## config.mk

```make
export PLATFORM = sky130hd
export DESIGN_NAME = hit_new_map
export DESIGN_NICKNAME = d
export VERILOG_FILES = /design/src/rtl/hit_new_map.sv
export SDC_FILE = /design/constraint.sdc
export NUM_CORES = 1
export LEC_CHECK = 0
export CAP_MARGIN = 30
export CORE_MARGIN = 4
export CORE_UTILIZATION = 50
export DETAILED_ROUTE_END_ITERATION = 6
export PLACE_DENSITY_LB_ADDON = 0.3
export SYNTH_ARGS = -nofsm -noshare
export SYNTH_HDL_FRONTEND = slang
export SYNTH_SLANG_ARGS = --single-unit
```

## constraint.sdc

```tcl
create_clock -name clk -period 5.2 [get_ports clk]
set_input_delay 0.78 -clock clk [delete_from_list [all_inputs] [get_ports clk]]
set_output_delay 0.78 -clock clk [all_outputs]
set_load 0.03 [all_outputs]
```

## src/rtl/hit_new_map.sv

```systemverilog
// Hit buffer plus per-event "SSID already seen" map.
// Flags first occurrence of each SSID per event, then clears the map in slices.
module hit_new_map #(
  parameter int SSIDBITS    = 8,
  parameter int HITINFOBITS = 16,
  parameter int FIFODEPTH   = 4,
  parameter int CLEARWIDTH  = 32
) (
  input  logic                   clk,
  input  logic                   reset,
  input  logic                   hitValid,
  input  logic [SSIDBITS-1:0]    hitSSID,
  input  logic [HITINFOBITS-1:0] hitInfo,
  output logic                   hitReady,
  input  logic                   eventEnd,
  input  logic                   hcmReady,
  output logic                   writeRow,
  output logic [SSIDBITS-1:0]    rowToWrite,
  output logic                   SSIDIsNew,
  output logic [HITINFOBITS-1:0] hitInfoOut,
  output logic [SSIDBITS:0]      nNewSSIDs,
  output logic [SSIDBITS:0]      eventNewCount,
  output logic                   clearDone,
  output logic                   busy
);

  localparam int MAPSIZE = 1 << SSIDBITS;
  localparam int PTRW    = (FIFODEPTH > 1) ? $clog2(FIFODEPTH) : 1;
  localparam int CNTW    = $clog2(FIFODEPTH) + 1;
  localparam int NSLICE  = MAPSIZE / CLEARWIDTH;
  localparam int SLW     = (NSLICE > 1) ? $clog2(NSLICE) : 1;
  localparam logic [SSIDBITS:0] MAXCNT = (SSIDBITS+1)'(MAPSIZE);

  typedef enum logic [1:0] {RUN, DRAIN, CLEAR, DONE} state_t;

  state_t state, nextState;

  logic [SSIDBITS-1:0]    fifoSSID [FIFODEPTH];
  logic [HITINFOBITS-1:0] fifoInfo [FIFODEPTH];
  logic [PTRW-1:0]        wrPtr, rdPtr;
  logic [CNTW-1:0]        count;
  logic [MAPSIZE-1:0]     map;
  logic [MAPSIZE-1:0]     clrMask;
  logic [SLW-1:0]         clearPtr;

  logic push, issue, fifoEmpty, lastSlice;
  logic [SSIDBITS-1:0]    headSSID;
  logic [HITINFOBITS-1:0] headInfo;
  logic                   headNew;

  assign fifoEmpty = (count == '0);
  assign hitReady  = (state == RUN) && (count < CNTW'(FIFODEPTH));
  assign push      = hitValid && hitReady;
  assign issue     = !fifoEmpty && hcmReady &&
                     ((state == RUN) || (state == DRAIN));
  assign headSSID  = fifoSSID[rdPtr];
  assign headInfo  = fifoInfo[rdPtr];
  assign headNew   = ~map[headSSID];
  assign lastSlice = (clearPtr == SLW'(NSLICE - 1));
  assign clearDone = (state == DONE);
  assign busy      = (state != RUN) || !fifoEmpty;

  // State register
  always_ff @(posedge clk) begin
    if (reset) state <= RUN;
    else       state <= nextState;
  end

  // Next-state: run, drain leftovers, clear map slices, report
  always_comb begin
    nextState = state;
    unique case (state)
      RUN:   if (eventEnd)  nextState = DRAIN;
      DRAIN: if (fifoEmpty) nextState = CLEAR;
      CLEAR: if (lastSlice) nextState = DONE;
      DONE:  nextState = RUN;
      default: nextState = RUN;
    endcase
  end

  // Mask of map bits zeroed by the current clear slice
  always_comb begin
    clrMask = '0;
    for (int s = 0; s < NSLICE; s++) begin
      if (clearPtr == SLW'(s))
        clrMask[s*CLEARWIDTH +: CLEARWIDTH] = '1;
    end
  end

  // Hit storage; entries need no reset, occupancy is tracked by count
  always_ff @(posedge clk) begin
    if (push) begin
      fifoSSID[wrPtr] <= hitSSID;
      fifoInfo[wrPtr] <= hitInfo;
    end
  end

  // FIFO pointers and occupancy
  always_ff @(posedge clk) begin
    if (reset) begin
      wrPtr <= '0;
      rdPtr <= '0;
      count <= '0;
    end else begin
      if (push)
        wrPtr <= (wrPtr == PTRW'(FIFODEPTH - 1)) ? '0 : wrPtr + 1'b1;
      if (issue)
        rdPtr <= (rdPtr == PTRW'(FIFODEPTH - 1)) ? '0 : rdPtr + 1'b1;
      if (push && !issue)      count <= count + 1'b1;
      else if (!push && issue) count <= count - 1'b1;
    end
  end

  // Seen-map update, slice clear and clear pointer
  always_ff @(posedge clk) begin
    if (reset) begin
      map      <= '0;
      clearPtr <= '0;
    end else if (state == CLEAR) begin
      map      <= map & ~clrMask;
      clearPtr <= lastSlice ? '0 : clearPtr + 1'b1;
    end else if (issue) begin
      map[headSSID] <= 1'b1;
    end
  end

  // Registered write request and per-event counters
  always_ff @(posedge clk) begin
    if (reset) begin
      writeRow      <= 1'b0;
      rowToWrite    <= '0;
      SSIDIsNew     <= 1'b0;
      hitInfoOut    <= '0;
      nNewSSIDs     <= '0;
      eventNewCount <= '0;
    end else begin
      writeRow <= issue;
      if (issue) begin
        rowToWrite <= headSSID;
        hitInfoOut <= headInfo;
        SSIDIsNew  <= headNew;
        if (headNew && nNewSSIDs != MAXCNT)
          nNewSSIDs <= nNewSSIDs + 1'b1;
      end
      if (state == DONE) begin
        eventNewCount <= nNewSSIDs;
        nNewSSIDs     <= '0;
      end
    end
  end

endmodule

```

==> results of run 1 <==
==> power by group through the flow <==
stage	combinational [mW]	clock, mW	sequential (mW)
2_1_floorplan	1.93	0	3.72
3_3_place_gp	2.83	0	3.64
3_5_place_dp	2.89	0	3.65
4_1_cts	2.90	2.99	3.59
5_1_grt	3.11	3.13	3.61
6_report	2.94	2.95	3.59
==> critical path: stages (launching register included) <==
cell                       delay, ns
sky130_fd_sc_hd__dfxtp_1        0.67
sky130_fd_sc_hd__mux4_4         0.93
sky130_fd_sc_hd__buf_4          0.52
sky130_fd_sc_hd__mux2i_1        0.25
sky130_fd_sc_hd__o22ai_1        0.10
sky130_fd_sc_hd__o21ai_1        0.15
sky130_fd_sc_hd__o21ai_0        0.10
sky130_fd_sc_hd__a22o_1         0.27
sky130_fd_sc_hd__or4b_1         0.58
sky130_fd_sc_hd__o311ai_1       0.24
sky130_fd_sc_hd__o41ai_1        0.11
==> layer usage <==
| metal | wire, um | vias up | GRT usage | part of all wire |
|---|---|---|---|---|
| met3 | 3710 | 136 | 0.0444 | 0.080 |
| met2 | 21400 | 544 | 0.377 | 0.46 |
| met5 | 0 | - | 0 | 0 |
| li1 | - | 6221 | - | - |
| met4 | 1790 | 0 | 0.0854 | 0.039 |
| met1 | 19500 | 6636 | 0.323 | 0.42 |
==> metrics by stage <==
| step | worst slack, ns | total power [mW] | area, um2 |
|---|---|---|---|
| CTS | 1.08 | 9.48 | 20000 |
| floorplan | 2.16 | 5.66 | 17400 |
| global placement | 1.19 | 6.47 | 18500 |
| finish | 1.08 | 9.47 | 20000 |
| global route | 0.813 | 9.85 | 20000 |
| detailed placement | 1.13 | 6.55 | 18700 |
==> how the worst max path moves through the flow <==
stage | start | end | slack (ns) | cells past startpoint
after floorplan | flip-flop | nNewSSIDs[2] | 2.16 | 11
after global placement | flip-flop | nNewSSIDs[0] | 1.19 | 11
after detailed placement | flip-flop | nNewSSIDs[2] | 1.13 | 10
after CTS | flip-flop | nNewSSIDs[2] | 1.08 | 10
after global routing | flip-flop | nNewSSIDs[3] | 0.81 | 10
final | flip-flop | nNewSSIDs[2] | 1.08 | 10
==> area by class of cell <==
| cell class | count | area (um2) | share of cell area |
|---|---|---|---|
| Clock buffer | 65 | 1240 | 0.0620 |
| Multi-Input combinational cell | 1108 | 7550 | 0.376 |
| Tap cell | 455 | 569 | 0.0284 |
| Clock inverter | 10 | 114 | 0.00568 |
| Timing Repair Buffer | 135 | 1350 | 0.0675 |
| Inverter | 14 | 52.6 | 0.00262 |
| Sequential cell | 410 | 9170 | 0.457 |
==> sequential cells by signal, indices dropped and copies added, names as in the netlist, named ones only <==
name	cells
fifoInfo	64
eventNewCount	9
map	256
nNewSSIDs	9
wrPtr	2
clearPtr	3
fifoSSID	32
rdPtr	2
rowToWrite	8
hitInfoOut	16
count	3
SSIDIsNew	1
state	2
writeRow	1
==> placed cells by master (no fill, tap or decap), types with 5 or more instances in the layout <==
cell	instances
sky130_fd_sc_hd__nor2_1	333
sky130_fd_sc_hd__dfxtp_1	314
sky130_fd_sc_hd__a22oi_1	234
sky130_fd_sc_hd__mux2i_1	106
sky130_fd_sc_hd__edfxtp_1	96
sky130_fd_sc_hd__nand2_1	88
sky130_fd_sc_hd__clkdlybuf4s50_1	74
sky130_fd_sc_hd__buf_4	49
sky130_fd_sc_hd__clkbuf_16	43
sky130_fd_sc_hd__a21oi_1	40
sky130_fd_sc_hd__mux4_2	33
sky130_fd_sc_hd__a32oi_1	29
sky130_fd_sc_hd__mux2_2	27
sky130_fd_sc_hd__o22ai_1	24
sky130_fd_sc_hd__ha_1	19
sky130_fd_sc_hd__nor3_1	15
sky130_fd_sc_hd__inv_1	14
sky130_fd_sc_hd__nor2b_1	14
sky130_fd_sc_hd__nand3_1	14
sky130_fd_sc_hd__a211oi_1	14
sky130_fd_sc_hd__o21ai_0	13
sky130_fd_sc_hd__clkbuf_1	13
sky130_fd_sc_hd__or3_1	12
sky130_fd_sc_hd__and3_1	10
sky130_fd_sc_hd__nand2b_1	8
sky130_fd_sc_hd__clkbuf_8	8
sky130_fd_sc_hd__nor4_1	7
sky130_fd_sc_hd__and2_1	5
sky130_fd_sc_hd__nand4_1	5
sky130_fd_sc_hd__clkinv_2	5
sky130_fd_sc_hd__buf_16	5
==> kinds of logic after synthesis <==
kind of cell               count (synthesis)  synth area share
AOI/OAI and AO/OA                        384             0.159
xor gates and xnor gates                   2           0.00101
adders and majority gates                 20            0.0148
buffers and inverters                    165            0.0424
DFF                                      410             0.526
muxes                                    168             0.124
and+or+nand+nor                          534             0.132
==> results.txt, run 1 <==
The flow ran to the end, and the final reports show no timing, DRC or antenna violations. Setup repair after global routing left no endpoint under its margin. The cell internal power dissipation was 6.16 mW. Ranked by instance count, the synthesized netlist is headed by sky130_fd_sc_hd__nor2_1 (334), sky130_fd_sc_hd__dfxtp_1 (314), sky130_fd_sc_hd__a22oi_1 (234). The synthesized instance count is 1683. TritonCTS built the clock tree. Adding up every negative setup slack in the final design gives 0 ns. Startpoint of the lowest-slack hold path: hitInfoOut[10].

The path with the worst hold slack has its endpoint at hitInfoOut[10]. The power density normalized to cell area was 472 nW/um2; the number of buffers between clock root and the deepest sink was 3. The relative slew slack was 0.262; the final-report setup violation count was 0. The portion of total power attributed to the clock network came out at 0.311. Hold violation count in the final report: 0. The logs give 13255 for the via count of the first global-routing pass and 7.06 nW for the leakage power. For the number of warnings printed during yosys synthesis, the log shows 0. The largest vdd supply drop was 307 uV; the period utilization was 0.793. Placer congestion estimate: 0.832. The area growth from synthesis to final layout was 15.1%. Row generation in the floorplan step produced 68 rows.

The logs give 76 for the I/O pin count and 0 for the post-cts resize count. For the net load switching power, the log shows 3.31 mW. The floorplan step defined a die boundary enclosing 37900 um2. The tools report the half-perimeter wire length after detailed placement as 28800 um. Buffers inserted to repair hold after CTS numbered 0. In this run the critical register-to-register path is captured at nNewSSIDs[2].

For this run, the post-layout net count is 1761. The total global routing track utilization was 0.236; the die boundary width was 195 um. The total via count in the routed design was 13537. The transition time at the pin with the least slew margin was 1.11 ns. The utilization after layout is 0.582.

For the final database, setup skew stands at 0.0246 ns. CTS built an H-tree with a depth of 2. The critical path startpoint category is a flip-flop. The worst setup slack for register-to-register paths was 1.08 ns. Final hold analysis gives a worst-case slack of 0.452 ns. The worst setup path is captured at a flip-flop. The count of nets left with antenna violations once routing finished came out at 0. The antenna diode count is 0.

Type of the tightest min-delay check: flip-flop to flip-flop. The insertion delay to the later sink of the worst-skew pair is 0.56 ns. The logs give 34500 um2 for the core area and 0.310 for the combinational fraction of design power. The share of total power in sequential cells was 0.379; the number of buffers inserted during clock tree synthesis was 43.

The tools report the required time at the endpoint of the critical path as 5.59 ns. The most common cell in the synthesized netlist is sky130_fd_sc_hd__nor2_1. The area share of the largest cell type after synthesis was 0.361. Before antenna repair, the detailed router went through 6 iterations. The top achievable clock speed was 242 MHz; the depth of the worst register-to-register path was 10.

The worst hold path passes through 2 cells. In the routed layout, each cell is associated on average with a via count of 6.16. During placement, the flow inserted port buffers numbering 75. The number of violations reported at the end of detailed-routing iteration 0 was 1293; the number of enable flip-flop cells after synthesis was 96. The number of nets in the synthesized netlist is 1732. Across the run, the number of max-cap violations was 0. The initial antenna violation count is 0. In this run, synthesis produced a sequential element count of 410. By area the synthesized netlist is led by sky130_fd_sc_hd__dfxtp_1 (36%), sky130_fd_sc_hd__edfxtp_1 (17%), sky130_fd_sc_hd__a22oi_1 (10%), sky130_fd_sc_hd__nor2_1 (7.2%), sky130_fd_sc_hd__mux2i_1 (6.1%).

The final period demand of the worst path was 4.12 ns; the number of library cell types mapped by synthesis was 62. Cell type with the largest total area after synthesis: sky130_fd_sc_hd__dfxtp_1. The fraction of the yosys area taken by sequential cells was 0.526. Data on the critical path arrives at its endpoint at 4.52 ns. The tools report the number of remaining DRC errors as 0. A synthesized cell averages 10.4 um2. Total of fill cells in the finished design: 2857. The switching fraction of total power came out at 0.350. The maximum fanout count along the critical path was 46. The first global-routing pass estimated 73300 um of wire. The async set or reset register ratio after synthesis is 0. The critical path is of the flip-flop to flip-flop type.

Buffers added to address setup during post-CTS repair amount to 0. The count of cells in the finished layout, fillers not included, comes to 2197. Clock tree synthesis found a total of 410 sinks. For the number of pins exceeding their max-slew limit in the final report, the log shows 0. Effective utilization at floorplan: 0.506. The cell chosen for the clock root is sky130_fd_sc_hd__clkbuf_16. The fraction of final layout cells sized beyond drive strength 1 is 0.114. For this run the aggregate overflow at the end of global routing stands at 0. The largest net degree at the start of global routing was 174; the instance count after placement with tap cells included was 2120. The die is 195 um tall. After detailed routing, the average wire length per cell comes to 21.1 um.

For this run, the leading register cell type out of synthesis is sky130_fd_sc_hd__dfxtp_1. Summing every instance area after synthesis gives 17400 um2. The routed design has 46400 um of wire. After clock tree synthesis, the clock-pin slew on the worst setup and hold paths is 0.06 ns.
Note: power is estimated with default switching activity, not from simulation.
==> run 2: changes to the inputs <==
==> constraint.sdc (replaced) <==
create_clock -name clk -period 3.4 [get_ports clk]
set_input_delay 0.51 -clock clk [delete_from_list [all_inputs] [get_ports clk]]
set_output_delay 0.51 -clock clk [all_outputs]
set_load 0.03 [all_outputs]
==> run 2 against run 1 <==
Compared with the run above: the flow now finishes with violations (setup timing); clock-buffer cell count decreased by 5; worst setup slack worse by 1.1 ns; utilization rose by 2.4 points; cell area is 4.1% higher; register-to-register slack got worse by 1.1 ns; critical path depth is 2 higher; largest power group unchanged.
==> results.txt, run 2 (synthesis gave the netlist of run 1 again) <==
The largest net degree at the start of global routing is 114 (-34%). The run finished, with violations left. The run gives 0.0173 ns (-0.00737 ns) as the final setup skew. The count of buffer and inverter cells on the critical path came out at 3 (+2).

The critical path goes through mux4_4 -> buf_4 -> mux4_2 -> a21oi_4 -> or2_2 -> o311ai_1 -> buf_4 -> a221oi_4 -> nor4_4 -> buf_12 -> nor4_4 -> mux2i_1. Sink count of the clock tree: 410 (unchanged). The logs give 29700 um (+3.1%) for the half-perimeter wire length after detailed placement and 34500 um2 (unchanged) for the core area.

The final period demand of the worst path works out to 3.44 ns (-0.685 ns). The run gives 503 uV (+64%) as the largest vdd supply drop. The tree is rooted in a sky130_fd_sc_hd__clkbuf_16. TritonCTS built the clock tree.

The library cell used most frequently in the layout, excluding fill and tap cells, is sky130_fd_sc_hd__nor2_1. The top cell types in the final layout, fill and taps aside, are sky130_fd_sc_hd__nor2_1 (333), sky130_fd_sc_hd__dfxtp_1 (313), sky130_fd_sc_hd__a22oi_1 (234). The area growth from synthesis to layout is 19.7%.

The total global routing track utilization was 0.245 (+0.00869). The final reports fail on setup timing. The logs give -0.0553 ns (-0.0553 ns) for the setup TNS and 13548 (+2.2%) for the via count of the first global-routing pass. The non-filler instance count after layout is 2250 (+2.4%). The logs give 0.55 ns (about the same) for the insertion delay to the later sink of the worst-skew pair and 0.506 (unchanged) for the effective utilization at floorplan. Ranked by flip-flop count, first place goes to map. The number of buffers between clock root and the deepest sink is 3 (unchanged).

STA classifies the critical path endpoint as a flip-flop. The routed length per placed instance is 21.3 um (+1.1%), and the number of buffers inserted during clock tree synthesis is 43 (unchanged). Power density normalized to cell area: 748 nW/um2 (+58%). The worst register-to-register path ends at nNewSSIDs[8].

The largest registers in the layout are map x256, fifoInfo x64, fifoSSID x32. The run gives -0.04 ns (-1.11 ns) as the worst setup slack for register-to-register paths. The number of max-capacitance violations reported came out at 0 (unchanged). For the final-report setup violation count, the log shows 3 (+3). For the wire length of the first global-routing pass, the log shows 75600 um (+3.2%). The instance count after placement with tap cells included came out at 2167 (+2.2%). The initial antenna violation count is 1 (+1).

Total wirelength of the detailed-routed design: 48000 um (+3.6%). The maximum fanout count along the critical path was 9 (-80%). The logs give 0.381 (+0.119) for the relative slew slack and 1297 (+0.31%) for the number of violations reported at the end of detailed-routing iteration 0. The antenna violation net count after detailed routing is 0 (unchanged). The post-route worst setup slack came out at -0.0384 ns (-1.11 ns). The top achievable clock speed came out at 291 MHz (+20%).

The run gives 68 (unchanged) as the number of cell rows. The I/O pin count is 76 (unchanged), and the die boundary width is 195 um (unchanged). The fraction of final layout cells sized beyond drive strength 1 works out to 0.155 (+0.0413). The period utilization works out to 1.01 (+0.218).

The master of the slowest instance on the critical path was sky130_fd_sc_hd__mux4_4. The depth of the worst register-to-register path was 12 (+2). The run gives 0 (unchanged) as the number of pins exceeding their max-slew limit in the final report. The required time at the endpoint of the critical path came out at 3.87 ns (-1.72 ns). Setup repair after global routing could not meet its margin everywhere. The number of flip-flops under the largest register name was 256 (unchanged); the clock-pin transition on the worst setup and hold timing paths was 0.06 ns (about the same). The hold violation count in the final report is 0 (unchanged), and the average via count per standard cell is 6.12 (-0.74%). The leftover overflow at the end of global routing is 0 (unchanged), and the largest stage delay on the critical path is 0.73 ns (-0.20 ns). The run gives 3.90 ns (-0.62 ns) as the data arrival time of the worst path. The worst setup path is launched from a flip-flop. The number of hold buffers added after cts was 0 (unchanged). The leakage power is 7.41 nW (+4.9%), and the number of nets in the final layout is 1812 (+2.9%). The number of cells on the critical path was 12 (+2).

The number of port buffers came out at 75 (unchanged). The first-pass iteration count of the detailed router came out at 6 (unchanged). The type of the tightest min-delay check is primary input to flip-flop.

The logs give 37900 um2 (unchanged) for the area of the die and 0 (unchanged) for the number of remaining DRC errors. The tools report the total via count in the routed design as 13761 (+1.7%). The H-tree depth was 2 (unchanged); the height of the die was 195 um (unchanged). In this design, the largest share of critical-path delay is due to multiplexers. The transition time at the pin with the least slew margin is 0.926 ns (-0.182 ns). The critical path ends at nNewSSIDs[8]. The worst setup path is of the flip-flop to flip-flop kind.

The tools report the placer congestion estimate as 0.874 (+5.0%).
-- run 2: cell count changes in the layout (fill, tap and decap cells not counted), moves of 4 or more --
cell                        change
sky130_fd_sc_hd__clkbuf_1       -4
sky130_fd_sc_hd__buf_12        +13
sky130_fd_sc_hd__bufinv_16      +4
sky130_fd_sc_hd__buf_4         +42
sky130_fd_sc_hd__nor4_1         -6
sky130_fd_sc_hd__nor4_4         +6
-- run 2: power by group --
group          switching [mW]  internal, mW
combinational            3.28          2.05
clock                    1.89          2.91
sequential              0.175          5.31
total                    5.34          10.3
-- run 2: repair_timing --
item                                    CTS  global route
cloned                                    2             0
buffers inserted                          0             5
gates resized for setup                   3            37
pin swaps                                 0             8
endpoints found under the setup margin   10            10
-- run 2: final cells by class --
cell class / count / area [um2]
Clock buffer: 60 / 1230
Inverter: 14 / 52.6
Tap cell: 455 / 569
Fill cell: 2827 / 13600
Antenna cell: 1 / 2.50
Sequential cell: 410 / 9170
Timing Repair Buffer: 186 / 1850
Clock inverter: 16 / 219
Multi-Input combinational cell: 1108 / 7760
-- run 2: metrics by stage --
stage          hold slack [ns]   util  instance area (um2)  setup WS (ns)  power [mW]
2_1_floorplan            0.445      -                17400          0.360        8.65
3_3_place_gp             0.444  0.552                19000        -0.0248        10.4
3_5_place_dp             0.446  0.554                19100        -0.0623        10.4
4_1_cts                  0.438  0.598                20600        0.00718        15.4
5_1_grt                  0.465  0.605                20900         -0.111        16.2
6_report                 0.418  0.605                20900        -0.0384        15.6
-- run 2: worst min path at each step --
stage / startpoint / endpoint / slack [ns] / cells past startpoint
2_1_floorplan: map[149] / map[149] / 0.45 / 2
3_3_place_gp: hitInfoOut[10] / hitInfoOut[10] / 0.44 / 2
3_5_place_dp: hitInfoOut[12] / hitInfoOut[12] / 0.45 / 2
4_1_cts: reset / state[1] / 0.44 / 2
5_1_grt: reset / state[1] / 0.47 / 2
6_report: reset / state[1] / 0.42 / 2
-- run 2: layer usage --
metal	GRT usage	vias to the layer above	routed length, um
met4	0.0828	0	1440
li1	-	6332	-
met2	0.390	539	22500
met1	0.342	6780	20600
met5	0	-	0
met3	0.0411	110	3440
